$ cat src/rtl/alt_trigout_ts_fifo.sv
// Trigger timestamp buffer: captures gated trigger masks with the WR timebase and queues them
// in a first-word-fall-through FIFO whose head feeds the trigout register block.
module alt_trigout_ts_fifo #(
    parameter int unsigned DEPTH = 16
) (
    input  logic        clk_i,
    input  logic        rst_n_i,
    input  logic        ch1_trig_i,
    input  logic        ch2_trig_i,
    input  logic        ch3_trig_i,
    input  logic        ch4_trig_i,
    input  logic        ext_trig_i,
    input  logic        ch1_enable_i,
    input  logic        ch2_enable_i,
    input  logic        ch3_enable_i,
    input  logic        ch4_enable_i,
    input  logic        ext_enable_i,
    input  logic [39:0] tai_sec_i,
    input  logic [27:0] tai_cycles_i,
    output logic        ts_present_o,
    output logic [39:0] ts_sec_o,
    output logic [27:0] cycles_o,
    output logic        ch1_mask_o,
    output logic        ch2_mask_o,
    output logic        ch3_mask_o,
    output logic        ch4_mask_o,
    output logic        ext_mask_o,
    input  logic        ts_cycles_rd_i,
    output logic        overflow_o,
    output logic [15:0] drop_cnt_o,
    input  logic        overflow_clr_i
);

    localparam int unsigned AW = (DEPTH > 1) ? $clog2(DEPTH) : 1;
    localparam logic [AW:0] FullCnt = DEPTH[AW:0];

    logic [4:0]    cap_mask_d, cap_mask_q;
    logic [39:0]   cap_sec_d, cap_sec_q;
    logic [27:0]   cap_cyc_d, cap_cyc_q;
    logic [AW-1:0] wr_ptr_d, wr_ptr_q, rd_ptr_d, rd_ptr_q;
    logic [AW:0]   count_d, count_q;
    logic          overflow_d, overflow_q;
    logic [15:0]   drop_cnt_d, drop_cnt_q;
    logic [72:0]   mem_q [DEPTH];
    logic [72:0]   head;
    logic          cap_valid, push, pop, drop, empty;

    assign cap_valid = |cap_mask_q;
    assign empty     = (count_q == '0);
    assign pop       = ts_cycles_rd_i && !empty;
    // A full FIFO still accepts when the head leaves on the same edge.
    assign push      = cap_valid && ((count_q != FullCnt) || pop);
    assign drop      = cap_valid && !push;

    always_comb begin
        cap_mask_d = {ext_trig_i & ext_enable_i, ch4_trig_i & ch4_enable_i,
                      ch3_trig_i & ch3_enable_i, ch2_trig_i & ch2_enable_i,
                      ch1_trig_i & ch1_enable_i};
        cap_sec_d  = tai_sec_i;
        cap_cyc_d  = tai_cycles_i;
        wr_ptr_d   = push ? wr_ptr_q + AW'(1) : wr_ptr_q;
        rd_ptr_d   = pop ? rd_ptr_q + AW'(1) : rd_ptr_q;
        count_d    = count_q;
        unique case ({push, pop})
            2'b10:   count_d = count_q + (AW+1)'(1);
            2'b01:   count_d = count_q - (AW+1)'(1);
            default: count_d = count_q;
        endcase
        overflow_d = overflow_q;
        drop_cnt_d = drop_cnt_q;
        if (drop) begin
            overflow_d = 1'b1;
            if (overflow_clr_i) begin
                drop_cnt_d = 16'd1;
            end else if (drop_cnt_q != 16'hFFFF) begin
                drop_cnt_d = drop_cnt_q + 16'd1;
            end
        end else if (overflow_clr_i) begin
            overflow_d = 1'b0;
            drop_cnt_d = '0;
        end
    end

    always_ff @(posedge clk_i or negedge rst_n_i) begin
        if (!rst_n_i) begin
            cap_mask_q <= '0;
            cap_sec_q  <= '0;
            cap_cyc_q  <= '0;
            wr_ptr_q   <= '0;
            rd_ptr_q   <= '0;
            count_q    <= '0;
            overflow_q <= 1'b0;
            drop_cnt_q <= '0;
        end else begin
            cap_mask_q <= cap_mask_d;
            cap_sec_q  <= cap_sec_d;
            cap_cyc_q  <= cap_cyc_d;
            wr_ptr_q   <= wr_ptr_d;
            rd_ptr_q   <= rd_ptr_d;
            count_q    <= count_d;
            overflow_q <= overflow_d;
            drop_cnt_q <= drop_cnt_d;
        end
    end

    // Storage needs no reset: the head is masked whenever the FIFO is empty.
    always_ff @(posedge clk_i) begin
        if (push) begin
            mem_q[wr_ptr_q] <= {cap_mask_q, cap_sec_q, cap_cyc_q};
        end
    end

    always_comb begin
        head = empty ? '0 : mem_q[rd_ptr_q];
    end

    assign ts_present_o = !empty;
    assign ext_mask_o   = head[72];
    assign ch4_mask_o   = head[71];
    assign ch3_mask_o   = head[70];
    assign ch2_mask_o   = head[69];
    assign ch1_mask_o   = head[68];
    assign ts_sec_o     = head[67:28];
    assign cycles_o     = head[27:0];
    assign overflow_o   = overflow_q;
    assign drop_cnt_o   = drop_cnt_q;

endmodule
$ cat config.mk
export PLATFORM = sky130hd
export DESIGN_NAME = alt_trigout_ts_fifo
export DESIGN_NICKNAME = d
export VERILOG_FILES = /design/src/rtl/alt_trigout_ts_fifo.sv
export SDC_FILE = /design/constraint.sdc
export NUM_CORES = 1
export LEC_CHECK = 0
export CAP_MARGIN = 40
export CORE_MARGIN = 2
export CORE_UTILIZATION = 63
export CTS_BUF_LIST = sky130_fd_sc_hd__clkbuf_8
export CTS_CLUSTER_DIAMETER = 40
export DETAILED_ROUTE_END_ITERATION = 16
export MAX_ROUTING_LAYER = met4
export PLACE_DENSITY = 0.79
export SKIP_CTS_REPAIR_TIMING = 1
export SYNTH_ARGS = -nofsm -noshare
export SYNTH_HDL_FRONTEND = slang
export SYNTH_SLANG_ARGS = --single-unit
$ cat constraint.sdc
create_clock -name clk_i -period 4.5 [get_ports clk_i]
set_input_delay 0.9 -clock clk_i [delete_from_list [all_inputs] [get_ports clk_i]]
set_output_delay 0.9 -clock clk_i [all_outputs]
set_load 0.02 [all_outputs]
Word-level counts from Yosys, hierarchy flattened --
Memory sizes are Yosys's and may differ from the RTL's. Cells that the tools add are included.
Word-level totals: memories kept 1, bits of input ports 82, bits in writable memories 1168, register bits after elaboration 103, logic and storage cells 45
Operators by class: bitwise gates (word level) 5, multiplexer cells 10, eq/ne operators 4, reduce and logical (&&, ||, !) cells 12, add/sub/neg operators 5
Memory list:
- mem_q | words 16, bits a word 73, rd ports 1, clocked after memory_dff 0, write ports 1, line 44 | logic [72:0] mem_q [DEPTH];
Operators by type and width (count):
- 73-bit 2-to-1 mux | 1
- 16-bit 2-to-1 mux | 4
- 16-bit by 1-bit adder with 16-bit output, second input constant | 1
- 16-bit inequality test, second input constant | 1
- 5-bit one-hot mux with 2 select lines | 1
- 4-bit by 1-bit adder with 4-bit output, second input constant | 2
- 2-bit nonzero test | 3
- 5-bit by 1-bit adder with 5-bit output, second input constant | 1
- 1-bit bitwise AND | 5
- 5-bit logical NOT | 1
- 5-bit inequality test, second input constant | 1
- 5-bit OR reduction | 1
- 5-bit by 1-bit subtractor with 5-bit output, second input constant | 1
- 1-bit 2-to-1 mux | 4
- 1-bit logical AND | 3
- 2-bit by 1-bit == test with 1-bit output, second input constant | 1
- 2-bit == test, second input constant | 1
- 1-bit logical NOT | 2
- 2-bit AND reduction | 1
- 1-bit logical OR | 1

Depth between registers and ports, before layout --
Gate-level depths: netlist of run 1.
depth in word-level cells 9, gate-level depth with buffers 9, mapped depth without buffers 8

Worst setup path before layout of run 1 --
No wires, ideal clock.
kind input to register, start in ts_cycles_rd_i, end mem mem_q[12][0], enable pin, slack 538 ps, stages 4, data arrival time 3523 ps, required time 4061 ps, path through nand2b_1 -> a2bb2oi_1 -> and3_1 -> and2_1
On the way: cells in the longest elaborated chain, start to end 5
RTL lines:
- from (decl) | line 28 | input logic ts_cycles_rd_i,
- 1-bit logical AND | line 50 | assign pop = ts_cycles_rd_i && !empty;
- 1-bit logical OR | line 52 | assign push = cap_valid && ((count_q != FullCnt) || pop);
- 1-bit logical AND | line 52
- 1-bit 2-to-1 mux | line 108 | if (push) begin
- 1-bit 2-to-1 mux (implied by the code) | line 109 | mem_q[wr_ptr_q] <= {cap_mask_q, cap_sec_q, cap_cyc_q};
- to (decl) | line 44
Every way passes these cells.

Final worst setup path of run 1 --
start reg count_q[0], end out cycles_o[6]
On the way: cells in the longest elaborated chain, start to end 2
RTL lines:
- from (decl) | line 41 | logic [AW:0] count_d, count_q;
- from (signal assigned) | line 100 | count_q <= count_d;
- 5-bit logical NOT | line 49 | assign empty = (count_q == '0);
- 73-bit 2-to-1 mux | line 114 | head = empty ? '0 : mem_q[rd_ptr_q];
- to (decl) | line 22 | output logic [27:0] cycles_o,
Every way passes these cells.

==> results of run 1 <==
cell usage after synthesis (all sizes together), types with 2 or more instances:
master | number | area, µm²
xnor2 | 10 | 87.6
nor3b | 2 | 15.0
nor2 | 8 | 30.0
mux2 | 7 | 78.8
nand2 | 13 | 48.8
a31oi | 4 | 25.0
edfxtp | 1168 | 35100
nor3 | 3 | 15.0
clkbuf | 61 | 229
a21oi | 6 | 30.0
nor4 | 5 | 31.3
or4 | 7 | 56.3
dfrtp | 103 | 2580
o2111ai | 3 | 32.5
o21ai | 5 | 25.0
o21a | 2 | 15.0
a311oi | 2 | 17.5
o22ai | 74 | 463
o31ai | 4 | 30.0
a211oi | 5 | 42.5
nand2b | 3 | 18.8
inv | 9 | 33.8
and4 | 2 | 17.5
nand3 | 7 | 35.0
and3 | 5 | 31.3
nand4 | 7 | 43.8
mux2i | 147 | 1470
mux4 | 292 | 6580
ha | 9 | 113
nor2b | 8 | 50.1
and2 | 25 | 156
buf | 44 | 209
report_power, final:
group          internal [mW]  switching [mW]  total [mW]  leakage [nW]
combinational           5.61            6.63        12.2          4.53
clock                   5.35            4.54        9.90          2.35
sequential              14.7           0.656        15.3          11.8
total                   25.6            11.8        37.5          18.7
sequential cells by signal, summed over array words and instances (netlist names):
name / count
drop_cnt_o: 16
count_q: 5
cap_mask_q: 5
overflow_o: 1
wr_ptr_q: 4
rd_ptr_q: 4
mem_q: 1168
cap_cyc_q: 28
cap_sec_q: 40
layout make-up:
class                   count  area (µm²)
flip-flops and latches   1271       37700
multi-input cells         675        9750
clock inverters           145        1110
well taps                 969        1210
inverters                   9        33.8
clock buffers             220        3030
repair buffers            255        3030
fillers                  3835       19000
diodes                      2        5.00
metrics by stage:
stage,TNS [ps],setup WS [ps],area [µm²],instances
CTS,-13950,-380,55500,3532
detailed placement,0,629,51400,3167
global route,-9.69,-6.78,55800,3546
finish,0,112,55800,3546
global placement,0,752,51300,3165
floorplan,0,538,47800,2059
worst reg2reg max path, stage by stage (launching register included):
cell,delay [ps]
sky130_fd_sc_hd__dfrtp_1,780
sky130_fd_sc_hd__or4_1,260
sky130_fd_sc_hd__o22ai_1,190
sky130_fd_sc_hd__nor3b_1,560
sky130_fd_sc_hd__and2_4,630
sky130_fd_sc_hd__buf_12,350
layer usage:
layer	up-vias	share of wire	wire length, µm	GRT usage
li1	9475	-	-	-
met1	12174	0.37	39400	0.379
met2	1363	0.51	54700	0.448
met3	197	0.098	10500	0.0563
met4	0	0.024	2610	0.0832
met5	-	0	0	-
path summary, 6_finish.rpt:
check | startpoint | to | slack [ps] | depth (start not counted)
max | count_q[0]$_DFFE_PN0P_ | cycles_o[6] | 110 | 6
min | rst_n_i | cap_sec_q[33]$_DFF_PN0_ | 40 | 2
max reg2reg | cap_mask_q[4]$_DFF_PN0_ | mem_q[9][36]$_DFFE_PP_ | 1350 | 5
min reg2reg | overflow_o$_DFFE_PN0P_ | overflow_o$_DFFE_PN0P_ | 550 | 2
max in group asynchronous | rst_n_i | rd_ptr_q[2]$_DFFE_PN0P_ | 3680 | 3
min in group clk_i | tai_sec_i[1] | cap_sec_q[1]$_DFF_PN0_ | 490 | 1
cell families after synthesis:
| family | count (synthesis) | share of synthesized area |
|---|---|---|
| flip-flops | 1271 | 0.788 |
| AO/OA/AOI/OAI | 112 | 0.0159 |
| XOR/XNOR | 10 | 0.00183 |
| multiplexers | 446 | 0.170 |
| adder cells (fa/ha/maj) | 10 | 0.00278 |
| buffers and inverters | 114 | 0.00987 |
| AND/OR/NAND/NOR | 96 | 0.0117 |
==> results summary, run 1 <==
The share of synthesized registers carrying an async set or reset is 0.0810. The tree is rooted in a sky130_fd_sc_hd__clkbuf_8. The detailed router finished its first iteration with 2686 violations.

The number of optimization iterations in the first detailed-route pass is 6. The signal on the critical path passes through or4_4, nand2b_4, nand2b_4, buf_4, o22ai_1, clkdlybuf4s50_1. In this design, the critical path's most frequently occurring cell is sky130_fd_sc_hd__nand2b_4. The count of final hold-check violations is 0.

In this run the worst path has a maximum fanout of 15. The count of max-cap constraint violations came out at 0. The number of core rows is 100. The synthesized design contains 1168 enable-type register cells. The wire length per cell is 30.2 µm. The vias per cell came out at between 6 and 7. The global placement routability congestion came out at just over 0.8.

The mean area per synthesized cell came out at 23.2 µm². The die area came out at 78100 µm². The worst slew margin relative to its limit is 0.384. The number of buffers and inverters on the critical path is 2. The final HPWL from detailed placement came out at 54900 µm. The largest stage delay on the critical path is about 600 ps.

The kind of cell with the highest combined delay along the critical path is simple AND/OR/NAND/NOR gates. The number of nets still failing antenna checks after routing is 0. The count of vias placed by the detailed router came out at 23.2k. The count of buffers from port buffering came out at 172. The global-route congestion overflow total came out at 0. The critical path required time is around 3600 ps. The number of warning messages in the yosys log is 0. The actual slew at the worst max-slew pin is between 900 and 1000 ps. The area of the mapped netlist came out at 47800 µm². The analysis attributes to cell leakage a power of 18.7 nW. The post-synthesis net count came out at 2151.

The CTS tree is done. The number of nets in the finished design came out at 2497. The starting density of the core came out at 0.639. STA classifies the critical path startpoint as a register. Across the VDD grid, the largest voltage drop is 501 µV.

The first global-routing pass estimated 153000 µm of wire. The utilization of the core after routing is 0.746. The maximum number of buffers from clock root to sink is 3. The number of antenna violations at the first check in global routing is 2.

The worst setup path is captured at an output pin. For this run, the top clock speed supported by timing is 228 MHz. The number of top-level pins is about 170.

Summed over all layers, the routed wires come to 107000 µm. The global routing usage summed across all routing layers came out at 0.282. In this run the worst hold path is classified as input port to asynchronous set/reset pin. The TritonCTS sink count came out at 1271.

The worst path in the final design needs a cycle of about 4400 ps, including I/O delays and setup. In the synthesized netlist the dominant register cell turns out to be sky130_fd_sc_hd__edfxtp_1. The H-tree generated during clock tree synthesis spans 4 levels.

The final-report max-slew violation count is 0. The gate count of the mapped netlist is 2059. The critical path data arrival time is 3490 ps. Compared with the post-synthesis result, the final layout area differs by 16.8%. The share of the cycle needed by the critical path after routing came out at 0.975.

The sequential-to-total area share from yosys stat came out at 0.788. The width of the chip came out at 279 µm. The clock-pin slew of the registers on the worst-case setup and hold paths is 60 ps. The ratio of cells with drive above 1 in the final layout came out at 0.270. The worst hold-check slack is 41.7 ps. In the layout the commonest cells are sky130_fd_sc_hd__edfxtp_1 (1168), sky130_fd_sc_hd__mux4_2 (292), sky130_fd_sc_hd__clkbuf_8 (220), sky130_fd_sc_hd__clkdlybuf4s50_1 (170), sky130_fd_sc_hd__mux2i_1 (147). For this design, the slowest cell found on the critical path is sky130_fd_sc_hd__or4_4.

The DRC violations left is 0. The region available for standard cell placement spans 74800 µm². The critical path in this run is classified as register to output pin. The total power density per cell area came out at roughly 670 nW/µm². The largest clock skew in the final design is 55.0 ps. The clock latency on the worst-skew pair came out at between 800 and 900 ps. The via count of the first global-routing pass is around 24k. The run finished with clean final reports. The post-synthesis register bit count is 1271. The maximum number of pins on one net before global-route repair came out at 77. The overall power consumption came out at about 37 mW. The number of setup violations in the final report came out at 0. The number of buffers added by the clock tree synthesis step came out at 193.

The die is 279 µm tall. The commonest non-fill, non-tap cell in the layout is sky130_fd_sc_hd__edfxtp_1. The number of distinct library cells after synthesis is 46.
Power figures use the tool's default switching activity.
==> run 2: changes to the inputs <==
--- a/config.mk
+++ b/config.mk
@@ -6,7 +6,6 @@
 export NUM_CORES = 1
 export LEC_CHECK = 0
 export CAP_MARGIN = 40
-export CORE_MARGIN = 2
 export CORE_UTILIZATION = 63
 export CTS_BUF_LIST = sky130_fd_sc_hd__clkbuf_8
 export CTS_CLUSTER_DIAMETER = 40
==> run 2 against run 1 <==
  * Register-to-register slack about the same
  * Cell count about the same
  * Cell area is 0.54% lower
  * Sequential share of layout area grew 0.37 points
  * Core utilization shrank 0.28 points
  * Die area decreased by 1.4%
  * Critical path depth decreased by 1
  * Hold slack gained 35 ps
  * Wire length decreased by 3.3%
  * Count of clock-buffer cells in the layout shrank 15
  * Setup slack got worse by 8.0 ps
  * Fmax decreased by 0.18%
  * Critical endpoint is now ch1_mask_o
==> results summary, run 2 (synthesized netlist as in run 1, its figures left out) <==
Data on the critical path arrives at its endpoint at about 3500 ps. The count of max-cap constraint violations came out at 0. The kind of start point of the critical path is a register.

For this run, the post-layout net count is 2508. The number of instances in the placed design came out at 3182. The number of buffers and inverters on the critical path is 2. The number of setup violations in the final report is 0. The count of buffers from port buffering is roughly 170.

The total routed wire length on the met1 layer is 39900 µm. The category of cells accounting for the largest share of critical-path delay is buffers and inverters. The final-report max-slew violation count was 0. The tightest min-delay check is of the input port to asynchronous set/reset pin type. The worst setup path is captured at an output pin. The critical path in this run is classified as register to output pin.

The final critical-path required period is 4400 ps. The run finished with clean final reports. The clock-pin slew of the registers on the worst-case setup and hold paths came out at 70 ps.

In this run the top signal layer used is met4. The slack of the critical path is roughly 100 ps. The largest clock skew in the final design is 36.9 ps. The actual slew at the worst max-slew pin came out at 892 ps. The share of the cycle needed by the critical path after routing is 0.977. Once layout is complete, the cells apart from fillers number ~3.5k.

The number of optimization iterations in the first detailed-route pass came out at 5. The worst register-to-register path begins at cap_mask_q[3]$_DFF_PN0_. The global placement routability congestion is between 0.8 and 0.9. The total leakage power is about 19 nW.

The critical path required time is about 3600 ps. The number of antenna violations at the first check in global routing is 2. The master cell of the clock root buffer is sky130_fd_sc_hd__clkbuf_8. The maximum level of the CTS H-tree is 4. TritonCTS built the clock tree.

The critical path goes through buf_12, mux4_2, mux2i_1, o22ai_1, clkdlybuf4s50_1. The count of final hold-check violations is 0. The starting density of the core is 0.640.

173 I/O pins were placed. The top cell types in the final layout, fill and taps aside, are sky130_fd_sc_hd__edfxtp_1 (1168), sky130_fd_sc_hd__mux4_2 (292), sky130_fd_sc_hd__clkbuf_8 (205), sky130_fd_sc_hd__clkdlybuf4s50_1 (171), sky130_fd_sc_hd__mux2i_1 (147). Counting cells, the worst reg-to-reg path comes to 8. Wire segments on met2 add up to 52300 µm in the final route.

The area inside the core boundary came out at 74700 µm². Of all nets on the critical path, the largest fanout is 65. The final layout contains routed wiring with a total length of 104000 µm. From synthesis to final layout, the design area changed by 16.2%. The largest stage delay on the critical path came out at 720 ps. The standard cell with the maximum stage delay on the critical path is sky130_fd_sc_hd__dfrtp_4. The width of the chip came out at 277 µm. From bottom edge to top edge, the die measures 277 µm. Leaving out fill and tap cells, the most frequent cell in the layout is sky130_fd_sc_hd__edfxtp_1. The number of core rows is 100.

Prior to clock tree synthesis, the placed netlist has a worst setup slack of 653 ps. For this run, the total global-route usage over all layers was measured as 0.284. The vias per cell is 6.50. In this run the worst setup path begins at rd_ptr_q[1]$_DFFE_PN0P_. The amount of wire on met3 after detailed routing came out at between 9000 and 10000 µm. The register with the most flip-flops in the layout has 1168 of them. The path length in cells of the critical path is 5. The total power density per cell area came out at 661 nW/µm². The worst slew margin relative to its limit is 0.400. The detailed router finished its first iteration with roughly 2.3k violations. Detailed routing inserted a total of 23.0k vias. In the final layout, the registers with the most flip-flops are mem_q: 1168 flops, cap_sec_q: 40 flops, cap_cyc_q: 28 flops. For this run the aggregate overflow at the end of global routing stands at 0. The worst-case IR drop observed on VDD is 471 µV. The floorplan step defined a die boundary enclosing 77000 µm².

For the worst-skew pair, the clock arrives at the later sink with an insertion delay of around 830 ps. For this design, the sink count on the clock tree is 1271. The via count of the first global-routing pass came to 24.2k. The register ranked first by flip-flop count is mem_q. Counting the buffers created by CTS gives 191. The first-pass GRT wire length is 153000 µm. In the final layout, the share of cells above drive strength 1 is 0.260. The DRC violations left came out at 0. Based on the critical path, the design can be clocked at up to 227 MHz.

Once detailed placement completed, the half-perimeter wirelength came to 56000 µm. Setup repair after global routing left no endpoint under its margin. The number of nets still failing antenna checks after routing is 0. The wire length per cell is 29.2 µm. The maximum number of buffers from clock root to sink is 3. The maximum number of pins on one net before global-route repair came out at 74.
run 2: cell types whose count changed in the layout (fill, tap and decap cells not counted), moves of 5 or more:
| cell | delta |
|---|---|
| sky130_fd_sc_hd__buf_12 | +15 |
| sky130_fd_sc_hd__bufinv_16 | -5 |
| sky130_fd_sc_hd__clkinv_2 | -14 |
| sky130_fd_sc_hd__buf_16 | -5 |
| sky130_fd_sc_hd__clkbuf_16 | -6 |
| sky130_fd_sc_hd__buf_4 | +9 |
| sky130_fd_sc_hd__clkinv_1 | +27 |
| sky130_fd_sc_hd__clkbuf_8 | -15 |
run 2: cell type report:
class                   count  area [µm²]
repair buffers            268        3100
flip-flops and latches   1271       37700
multi-input cells         675        9750
inverters                   9        33.8
well taps                 969        1210
clock inverters           150         942
clock buffers             205        2820
fillers                  3813       19200
diodes                      1        2.50
run 2: layer usage:
metal / up-vias / global-route usage
met2: 1235 / 0.446
met4: 0 / 0.0809
met1: 12163 / 0.387
met5: - / -
li1: 9498 / -
met3: 150 / 0.0548
run 2: worst reg2reg max path: cells and delay by family, from the launching register on:
family | cells | cell delay, ps
AO/OA/AOI/OAI | 4 | 940
AND/OR/NAND/NOR | 2 | 1020
flip-flops | 1 | 590
buffers and inverters | 1 | 200
adder cells (fa/ha/maj) | 1 | 280
run 2: power breakdown:
group	switching, mW	total, mW	internal (mW)	leakage, nW
registers	0.678	15.3	14.7	11.8
clock network	4.36	9.12	4.76	2.14
logic	6.55	12.2	5.69	4.57
run 2: stage by stage:
| stage | TNS (ps) | power (mW) | area (µm²) | util | hold WS [ps] |
|---|---|---|---|---|---|
| after floorplan | 0 | 22.8 | 47800 | - | 458 |
| after global placement | 0 | 27.3 | 51600 | 0.691 | 507 |
| after detailed placement | 0 | 27.6 | 51600 | 0.691 | 537 |
| after CTS | -7790 | 36.7 | 55400 | 0.741 | 56.6 |
| after global routing | 0 | 38.0 | 55500 | 0.743 | 79.2 |
| final | 0 | 36.7 | 55500 | 0.743 | 76.3 |
run 2: path summary, 6_finish.rpt:
kind | end | slack, ps
min reg2reg | count_q[0]$_DFFE_PN0P_ | 540
max | ch1_mask_o | 100
max in group asynchronous | rd_ptr_q[2]$_DFFE_PN0P_ | 3540
min in group clk_i | cap_cyc_q[8]$_DFF_PN0_ | 510
min | cap_sec_q[15]$_DFF_PN0_ | 80
max reg2reg | count_q[4]$_DFFE_PN0P_ | 1350
==> run 3: changes to the inputs <==
--- a/config.mk
+++ b/config.mk
@@ -13,6 +13,7 @@
 export MAX_ROUTING_LAYER = met4
 export PLACE_DENSITY = 0.79
 export SKIP_CTS_REPAIR_TIMING = 1
+export SLEW_MARGIN = 10
 export SYNTH_ARGS = -nofsm -noshare
 export SYNTH_HDL_FRONTEND = slang
 export SYNTH_SLANG_ARGS = --single-unit
==> results of run 3 <==
Same layout as run 2: the final DEF is identical, and so are final timing and power.
==> edit (settings of run 1) <==
Set the parameter `DEPTH` to 32 (it was 16).
--- a/src/rtl/alt_trigout_ts_fifo.sv
+++ b/src/rtl/alt_trigout_ts_fifo.sv
@@ -2,5 +2,5 @@
 // in a first-word-fall-through FIFO whose head feeds the trigout register block.
 module alt_trigout_ts_fifo #(
-    parameter int unsigned DEPTH = 16
+    parameter int unsigned DEPTH = 32
 ) (
     input  logic        clk_i,
Behaviour: no difference found for any inputs over 4 cycles, from zero or initial values and one cycle with rst_n_i low; that may be too few to reach the edited logic, so the function may still have changed.
==> edit against run 1 <==
The run now ends with setup timing left. Largest power group unchanged. Area after synthesis up 92%. Largest cell class unchanged. Worst hold slack better by 0.25 ns. Worst setup slack worse by 0.33 ns. Register-to-register slack worse by 0.43 ns. Wire length up 120%. Total power up 85%. Sequential share of layout area up 0.53 points. Cell count up 92%. Sequential cell count up 1171. Final area up 92%. Die area up 91%. Critical endpoint is now ts_sec_o[37].
==> edit: results <==
set metrics [dict create \
    status "finished with violations" \
    violations "setup timing" \
    reg2reg_depth 12 \
    drive_above_1_share 0.3159 \
    gr-usage-met3 0.05562 \
    viasPerCell 6.942 \
    power.leakage_uw 0.03527 \
    grtUsageMet2 0.4879 \
    setup_viol 21 \
    seq_area_frac_synth 0.7927 \
    relSlewSlack 0.3176 \
    cp_top_family "multiplexers" \
    setup_slack_ns -0.2183 \
    wl_met1_um 79260 \
    insertion_delay_ns 1.05 \
    worstPathMaxFanout 8 \
    antenna_found_initial 3 \
    synth_nets 4048 \
    grt_start_max_net_pins 76 \
    largestRegisters "mem_q (2336), cap_sec_q (40), cap_cyc_q (28)" \
    async_flop_share 0.04341 \
    synth_area_leaders "edfxtp_1 (76%), mux4_2 (14%), dfrtp_1 (2.9%), mux2i_1 (1.5%), a211oi_1 (0.84%)" \
    dp_hpwl_um 112900 \
    layout.nets 4681 \
    numCtsBuffers 388 \
    synth_common_cells "edfxtp_1 (2336), mux4_2 (555), mux2i_1 (138)" \
]
[edit: power breakdown]
group	internal [µW]	total [µW]	switching (µW)
clock	9020	17600	8560
combinational	10700	23500	12800
sequential	27200	28100	864
total	47000	69200	22200
[edit: logic make-up (layout without fill, tap and decap cells)]
logic type,count (synthesis),count (layout),synth area share
compound gates,359,359,0.02820
flops,2442,2442,0.7927
mux,736,736,0.1564
buf+inv,232,1159,0.01076
xor+xnor,12,12,0.001144
fa+ha+maj,11,11,0.001580
other cells,0,3,0
simple gates,163,163,0.009169
[edit: layout make-up]
type | count | area (µm²) | share of cell area
Multi-Input combinational cell | 1281 | 18750 | 0.1751
Clock inverter | 276 | 1479 | 0.01381
Sequential cell | 2442 | 72820 | 0.6799
Tap cell | 1917 | 2399 | 0.02240
Timing Repair Buffer | 462 | 5986 | 0.05589
Clock buffer | 408 | 5615 | 0.05243
Antenna cell | 3 | 7.507 | 0.00007010
Inverter | 13 | 48.80 | 0.0004556
[edit: worst paths after layout]
kind / end / start / slack [ns]
worst max register to register: count_q[5] / count_q[0] / 0.92
min in group asynchronous: drop_cnt_o[2] / rst_n_i / 0.45
worst min-delay path: cap_cyc_q[16] / tai_cycles_i[16] / 0.30
max in group asynchronous: cap_sec_q[14] / rst_n_i / 3.51
worst min register to register: overflow_o / overflow_o / 0.54
worst max-delay path: ts_sec_o[37] / rd_ptr_q[0] / -0.22
[edit: through the flow]
step | instance area [µm²] | instances | setup WS [ns]
finish | 107100 | 6802 | -0.2183
global placement | 98000 | 6015 | 0.4829
CTS | 105100 | 6701 | -0.6611
detailed placement | 98050 | 6017 | 0.4599
floorplan | 91840 | 3955 | -0.8924
global route | 107100 | 6800 | -0.2548
